$ cat src/rtl/ip4_rtl_spa_wb.sv
// Writeback buffer behind the stream processor array: queues result bundles
// and serialises their enabled slots onto one register-file write port.
module ip4_rtl_spa_wb #(
  parameter int unsigned NRES   = 3,
  parameter int unsigned WORD_W = 32,
  parameter int unsigned ADDR_W = 6,
  parameter int unsigned DEPTH  = 4
) (
  input  logic                       clk,
  input  logic                       rst,
  input  logic                       res_vld,
  output logic                       res_rdy,
  input  logic [NRES-1:0]            res_en,
  input  logic [NRES*ADDR_W-1:0]     res_addr,
  input  logic [NRES*WORD_W-1:0]     res_data,
  input  logic                       flush,
  input  logic                       rf_stall,
  output logic                       rf_we,
  output logic [ADDR_W-1:0]          rf_waddr,
  output logic [WORD_W-1:0]          rf_wdata,
  output logic [$clog2(DEPTH+1)-1:0] count,
  output logic                       idle
);

  localparam int unsigned PW = $clog2(DEPTH);
  localparam int unsigned CW = $clog2(DEPTH+1);
  localparam int unsigned SW = $clog2(NRES) + 1;

  logic [NRES-1:0]        en_q   [DEPTH];
  logic [NRES*ADDR_W-1:0] addr_q [DEPTH];
  logic [NRES*WORD_W-1:0] data_q [DEPTH];

  logic [PW-1:0] wptr;
  logic [PW-1:0] rptr;
  logic [CW-1:0] cnt;
  logic [SW-1:0] sp;

  logic empty;
  logic full;
  logic push;
  logic pop;

  logic [NRES-1:0]        head_en;
  logic [NRES*ADDR_W-1:0] head_addr;
  logic [NRES*WORD_W-1:0] head_data;

  logic [NRES-1:0] avail;
  logic            found;
  logic            more;
  logic [SW-1:0]   sel;
  logic [ADDR_W-1:0] sel_addr;
  logic [WORD_W-1:0] sel_data;

  assign empty = (cnt == '0);
  assign full  = (cnt == CW'(DEPTH));

  assign res_rdy = !full && !flush;
  assign push    = res_vld && res_rdy;

  assign count = cnt;
  assign idle  = empty;

  assign head_en   = en_q[rptr];
  assign head_addr = addr_q[rptr];
  assign head_data = data_q[rptr];

  // Slot select: lowest enabled slot at or above the slot pointer.
  always_comb begin
    avail    = '0;
    found    = 1'b0;
    more     = 1'b0;
    sel      = '0;
    sel_addr = '0;
    sel_data = '0;
    for (int i = 0; i < int'(NRES); i++) begin
      avail[i] = head_en[i] && (SW'(i) >= sp);
    end
    for (int i = int'(NRES) - 1; i >= 0; i--) begin
      if (avail[i]) begin
        found    = 1'b1;
        sel      = SW'(i);
        sel_addr = head_addr[i*ADDR_W +: ADDR_W];
        sel_data = head_data[i*WORD_W +: WORD_W];
      end
    end
    for (int i = 0; i < int'(NRES); i++) begin
      if (avail[i] && (SW'(i) > sel)) begin
        more = 1'b1;
      end
    end
  end

  assign rf_we = !empty && found && !rf_stall && !flush && !rst;

  // A head with nothing left to write retires without touching the port.
  assign pop = !empty && !flush && !rst &&
               (!found || (rf_we && !more));

  assign rf_waddr = (!empty && found) ? sel_addr : '0;
  assign rf_wdata = (!empty && found) ? sel_data : '0;

  always_ff @(posedge clk) begin
    if (push) begin
      en_q[wptr]   <= res_en;
      addr_q[wptr] <= res_addr;
      data_q[wptr] <= res_data;
    end
  end

  always_ff @(posedge clk) begin
    if (rst) begin
      wptr <= '0;
      rptr <= '0;
      cnt  <= '0;
      sp   <= '0;
    end else if (flush) begin
      wptr <= '0;
      rptr <= '0;
      cnt  <= '0;
      sp   <= '0;
    end else begin
      if (push) begin
        wptr <= wptr + PW'(1);
      end
      if (pop) begin
        rptr <= rptr + PW'(1);
      end
      unique case ({push, pop})
        2'b10:   cnt <= cnt + CW'(1);
        2'b01:   cnt <= cnt - CW'(1);
        default: cnt <= cnt;
      endcase
      if (pop) begin
        sp <= '0;
      end else if (rf_we) begin
        sp <= sel + SW'(1);
      end
    end
  end

endmodule

$ cat config.mk
export PLATFORM = sky130hd
export DESIGN_NAME = ip4_rtl_spa_wb
export DESIGN_NICKNAME = d
export VERILOG_FILES = /design/src/rtl/ip4_rtl_spa_wb.sv
export SDC_FILE = /design/constraint.sdc
export NUM_CORES = 1
export LEC_CHECK = 0
export CAP_MARGIN = 20
export CORE_UTILIZATION = 40
export DETAILED_ROUTE_END_ITERATION = 10
export DONT_BUFFER_PORTS = 1
export GPL_ROUTABILITY_DRIVEN = 0
export HOLD_SLACK_MARGIN = 0.15
export PLACE_DENSITY = 0.54
export RECOVER_POWER = 50
export SYNTH_ARGS = -nofsm -noshare
export SYNTH_HDL_FRONTEND = slang
export SYNTH_SLANG_ARGS = --single-unit
export TNS_END_PERCENT = 20
$ cat constraint.sdc
create_clock -name clk -period 5.8 [get_ports clk]
set_input_delay 0 -clock clk [delete_from_list [all_inputs] [get_ports clk]]
set_output_delay 0 -clock clk [all_outputs]
set_load 0.05 [all_outputs]
==> results of run 1 <==
-- through the flow --
stage / power [mW] / setup WS, ps / hold WS, ps / cells / util
5_1_grt: 7.59 / 1410 / 177 / 1719 / 0.511
4_1_cts: 7.43 / 1540 / 151 / 1719 / 0.511
6_report: 7.33 / 1750 / 177 / 1719 / 0.511
3_5_place_dp: 4.17 / 2190 / 99.0 / 1396 / 0.426
3_3_place_gp: 4.17 / 2050 / 99.0 / 1395 / 0.425
2_1_floorplan: 4.10 / 546 / 98.9 / 831 / -
-- how the worst max path moves through the flow --
stage / from / endpoint / slack, ps / cells after the start
2_1_floorplan: count[0] / addr_q[0][0] / 550 / 3
3_3_place_gp: register / rf_wdata[21] / 2050 / 4
3_5_place_dp: register / count[2] / 2190 / 10
4_1_cts: register / rf_wdata[8] / 1540 / 5
5_1_grt: register / rf_wdata[8] / 1410 / 5
6_report: register / rf_wdata[12] / 1750 / 5
-- flip-flops by register name (all words and copies together) (netlist names), named ones only --
signal,flops
data_q,384
addr_q,72
en_q,12
count,3
sp,3
rptr,2
wptr,2
-- cell families after synthesis --
| family | after synthesis | synth area share |
|---|---|---|
| AO/OA/AOI/OAI | 92 | 0.0397 |
| adder cells (fa/ha/maj) | 7 | 0.00517 |
| flip-flops | 480 | 0.777 |
| buffers and inverters | 60 | 0.0144 |
| AND/OR/NAND/NOR | 67 | 0.0167 |
| multiplexers | 122 | 0.146 |
| XOR/XNOR | 3 | 0.00143 |
-- synthesized netlist by cell type --
cell type,count,share of area
a211oi_1,42,0.017
a211oi_2,1,0.00068
a21oi_1,4,0.0011
a31oi_1,1,0.00034
a32oi_1,38,0.018
and2_1,4,0.0014
and3_1,6,0.0020
buf_1,1,0.00020
buf_2,17,0.0046
buf_4,5,0.0020
clkbuf_1,30,0.0061
dfxtp_1,12,0.013
edfxtp_1,468,0.76
fa_1,1,0.0011
ha_1,6,0.0041
inv_1,7,0.0014
mux2i_1,5,0.0027
mux4_2,117,0.14
nand2_1,3,0.00061
nand2b_1,1,0.00034
nand3_1,1,0.00027
nor2_1,45,0.0092
nor3_1,2,0.00054
nor3b_4,1,0.0010
o21a_1,1,0.00041
o21ai_0,1,0.00027
o21ai_1,2,0.00054
o31a_1,1,0.00048
o31ai_2,1,0.00068
or2_1,2,0.00068
or3_1,2,0.00068
xnor2_1,1,0.00048
xor2_1,2,0.00095
-- worst max-delay path: cells and delay by family, from the launching register on --
kind / cells / cell delay [ps]
compound gates: 2 / 1050
buf+inv: 2 / 1290
flops: 1 / 660
mux: 1 / 340
-- layout make-up --
type                       instances  area, µm²
clock buffer                      68       1380
clock inverter                    28        208
fill                            3656      22200
inverter                           7       26.3
multi-input combinational        291       4070
sequential                       480      14300
tap                              600        751
timing repair buffer             245       2450
-- routing by layer --
layer	wire [µm]	vias to the layer above	track usage
li1	-	4062	-
met1	17800	4828	0.242
met2	19200	222	0.282
met3	2020	67	0.0364
met4	935	2	0.0594
met5	13	-	0
-- where the power goes --
part	total [mW]	internal, mW	switching, mW
combinational	0.375	0.170	0.205
sequential	3.87	3.86	0.0137
clock	3.08	1.80	1.28
total	7.33	5.83	1.50
==> impl_metrics.yaml, run 1 <==
job:
  maxCapViolCount: 0
clock_network:
  hold_buffers: 227
  tritoncts: "yes"
  cts_root_buf: "clkbuf_16"
  htree_levels: 2
  clk_pin_slew_worst_paths_ps: 60
  post_cts_buffers: 0
  clock-sinks: 480
  cts-buffers-inserted: 52
  cts_buffer_depth: 3
  cts_resized: 0
  clkLatencyLatePin_ps: 580
route:
  final_antenna_net_count: 0
  drt_first_pass_iters: 5
  wire_per_inst_um: 23.3
  drc: 0
  vias: 9181
  drt_iter0_drc: 489
  vias_per_cell: 5.34
  drt_wl_total_mm: 40.0
worst_setup_path:
  crit_chain: "buf_4, buf_4, mux4_2, a32oi_1, a211oi_2"
  critPathKind: "reg2out"
  r2r_cells: 10
  r2r_slack_ps: 2270
  cp_max_fo: 47
  crit_arrival_ps: 4050
  max_stage_delay_ps: 920
  start_kind: "register"
  cp_common_cell: "buf_4"
  r2r-end: "count[2]"
  crit_required_ps: 5800
  slowest_stage: "a211oi_2"
  end_kind: "primary output"
global_route:
  grt_pass1_vias: 10100
  globalRouteOverflowTotal: 0
  antenna_found_initial: 1
  grt_pass1_wl_mm: 61.8
  grt_max_degree: 106
  grt.total_usage: 0.177
final_layout:
  area_growth_pct: 26.0
  final_common_cell: "edfxtp_1"
  n_antenna_cell: 0
  layout-drive-gt1-share: 0.223
  final_cell_mix: "edfxtp_1 (468), dlygate4sd3_1 (227), mux4_2 (117)"
  fin_nets: 1206
  design_area_mm2: 0.0232
floorplanning:
  row_count: 78
  die-area_mm2: 0.0469
  io_pins: 166
  die_h_um: 217
  start_util: 0.406
  die_w_um: 217
  core_mm2: 0.0454
power_and_ir_drop:
  ir_drop_mv: 0.228
  power_density_mw_per_mm2: 316
  power_leakage_nw: 7.15
timing:
  setup_tns_ps: 0
  tightestPinTransition_ps: 1050
  final-setup-viol-count: 0
  fin_worst_skew_ps: 16.0
  fmax_ghz: 0.247
  rsz0062_at_grt: "false"
  slew_headroom: 0.300
  fin_crit_sh: 0.699
  hold_viol: 0
  slew_viol_final: 0
  fin_crit_ps: 4050
placement:
  postPlaceCellArea_mm2: 0.0193
  io_buffers: 0
  hpwl_mm: 21.8
worst_hold_path:
  holdPathEnd: "data_q[2][72]"
  holdPathStages: 1
  hp-class: "in2reg"
  hp-start: "res_data[72]"
yosys:
  synth_fp_nets: 960
  yosys.cell_types.count: 33
  synth_area_mm2: 0.0184
  synth_cells: 831
  synth_sequential_area_ratio: 0.777
  avgSynthCellArea_um2: 22.1
  ys_ff_latch: 480
  yosys_warnings: 0
run_status:
  status: "finished clean"
Power figures use the tool's default switching activity.
==> run 2: changes to the inputs <==
==> constraint.sdc (replaced) <==
create_clock -name clk -period 4.15 [get_ports clk]
set_input_delay 0 -clock clk [delete_from_list [all_inputs] [get_ports clk]]
set_output_delay 0 -clock clk [all_outputs]
set_load 0.05 [all_outputs]
==> run 2 against run 1 <==
First-iteration DRC count grew 25%; combinational power is 46% higher; sequential power is 40% higher; critical path depth up 2; worst hold slack barely moved; highest routed layer unchanged.
==> impl_metrics.yaml, run 2 (synthesis gave the netlist of run 1 again) <==
global_route:
  grt_pass1_wl_mm: 62.3
  globalRouteOverflowTotal: 0
  grt_pass1_vias: 10200
  antenna_found_initial: 3
  grt_max_degree: 49
  grt.total_usage: 0.177
final_layout:
  fillCellCount: 3621
  area_growth_pct: 28.3
  final_cell_mix: "edfxtp_1 (468), dlygate4sd3_1 (228), mux4_2 (117)"
  design_area_mm2: 0.0236
  reg_top3: "data_q: 384 flops, addr_q: 72 flops, en_q: 12 flops"
  regMostFlops: "data_q"
  final_common_cell: "edfxtp_1"
  largest_reg_flops: 384
  layout-drive-gt1-share: 0.257
  n_antenna_cell: 0
  fin_nets: 1252
timing:
  hold_slack_ps: 177
  rsz0062_at_grt: "false"
  fin_crit_ps: 3600
  final-setup-viol-count: 0
  slew_headroom: 0.290
  slew_viol_final: 0
  fin_worst_skew_ps: 12.4
  setup_tns_ps: 0
  fin_crit_sh: 0.867
  tightestPinTransition_ps: 1070
  fmax_ghz: 0.278
  hold_viol: 0
clock_network:
  cts_buffer_depth: 3
  clk_pin_slew_worst_paths_ps: 60
  cts_resized: 0
  cts_root_buf: "clkbuf_16"
  hold_buffers: 228
  tritoncts: "yes"
  cts-buffers-inserted: 52
  post_cts_buffers: 0
  clkLatencyLatePin_ps: 590
  clock-sinks: 480
  htree_levels: 2
worst_setup_path:
  end_kind: "primary output"
  crit_required_ps: 4150
  critPathKind: "reg2out"
  start_kind: "register"
  crit_arrival_ps: 3600
  cp_max_fo: 41
route:
  vias: 9412
  met3_length_mm: 1.95
  drt_first_pass_iters: 4
  wl_met2_mm: 19.9
  final_antenna_net_count: 0
  drt_wl_total_mm: 40.6
  drt_iter0_drc: 609
  top_layer: "met5"
  drc: 0
  vias_per_cell: 5.34
  wire_per_inst_um: 23.0
  wl_met1_mm: 17.8
placement:
  postPlaceCellArea_mm2: 0.0197
  io_buffers: 0
  hpwl_mm: 22.1
power_and_ir_drop:
  power_density_mw_per_mm2: 438
  power_leakage_nw: 7.41
  ir_drop_mv: 0.365
floorplanning:
  start_util: 0.406
  die_w_um: 217
  row_count: 78
  core_mm2: 0.0454
  die-area_mm2: 0.0469
  io_pins: 166
  die_h_um: 217
job:
  maxCapViolCount: 0
run_status:
  status: "finished clean"
worst_hold_path:
  hp-class: "in2reg"
==> run 2: cell types whose count changed in the layout (fill, tap and decap cells not counted), moves of 2 or more <==
cell,change
clkbuf_1,-2
and3_1,-2
inv_6,-2
buf_12,+6
clkinv_2,+4
buf_4,+37
==> run 2: power by group <==
group	switching, mW	leakage [nW]	internal [mW]
Combinational	0.294	2.26	0.255
Sequential	0.0149	4.35	5.39
Clock	1.81	0.795	2.58
==> run 2: worst max-delay path, cell delays in order (launching register included) <==
cell	delay (ps)
dfxtp_4	520
mux4_2	570
nor3b_4	190
buf_4	360
o31ai_4	310
buf_4	680
a211oi_2	130
buf_4	240
==> run 2: metal layers <==
metal	vias up	track usage
li1	4143	-
met1	4976	0.235
met2	218	0.295
met3	69	0.0338
met4	6	0.0563
met5	-	0
==> run 2: worst paths after layout <==
kind	from	endpoint	slack, ps	depth (start not counted)
worst max-delay path	register	rf_wdata[19]	550	7
worst min-delay path	res_data[92]	data_q[2][92]	180	1
worst max register to register	count[0]	data_q[1][15]	730	5
worst min register to register	rptr[1]	rptr[1]	480	1
==> run 2: layout make-up <==
type	instances	area, µm²	share of cell area
clock inverter	32	255	0.0108
inverter	7	26.3	0.00111
clock buffer	63	1360	0.0578
tap	600	751	0.0318
multi-input combinational	291	4070	0.172
timing repair buffer	291	2840	0.120
sequential	480	14300	0.606
==> run 2: stage by stage <==
stage | util | setup WS (ps) | std cells | power, mW
floorplan | - | 192 | 831 | 5.72
finish | 0.520 | 553 | 1764 | 10.3
global placement | 0.435 | 892 | 1441 | 5.84
global route | 0.520 | 417 | 1764 | 10.7
detailed placement | 0.435 | 894 | 1441 | 5.84
CTS | 0.521 | 476 | 1764 | 10.5
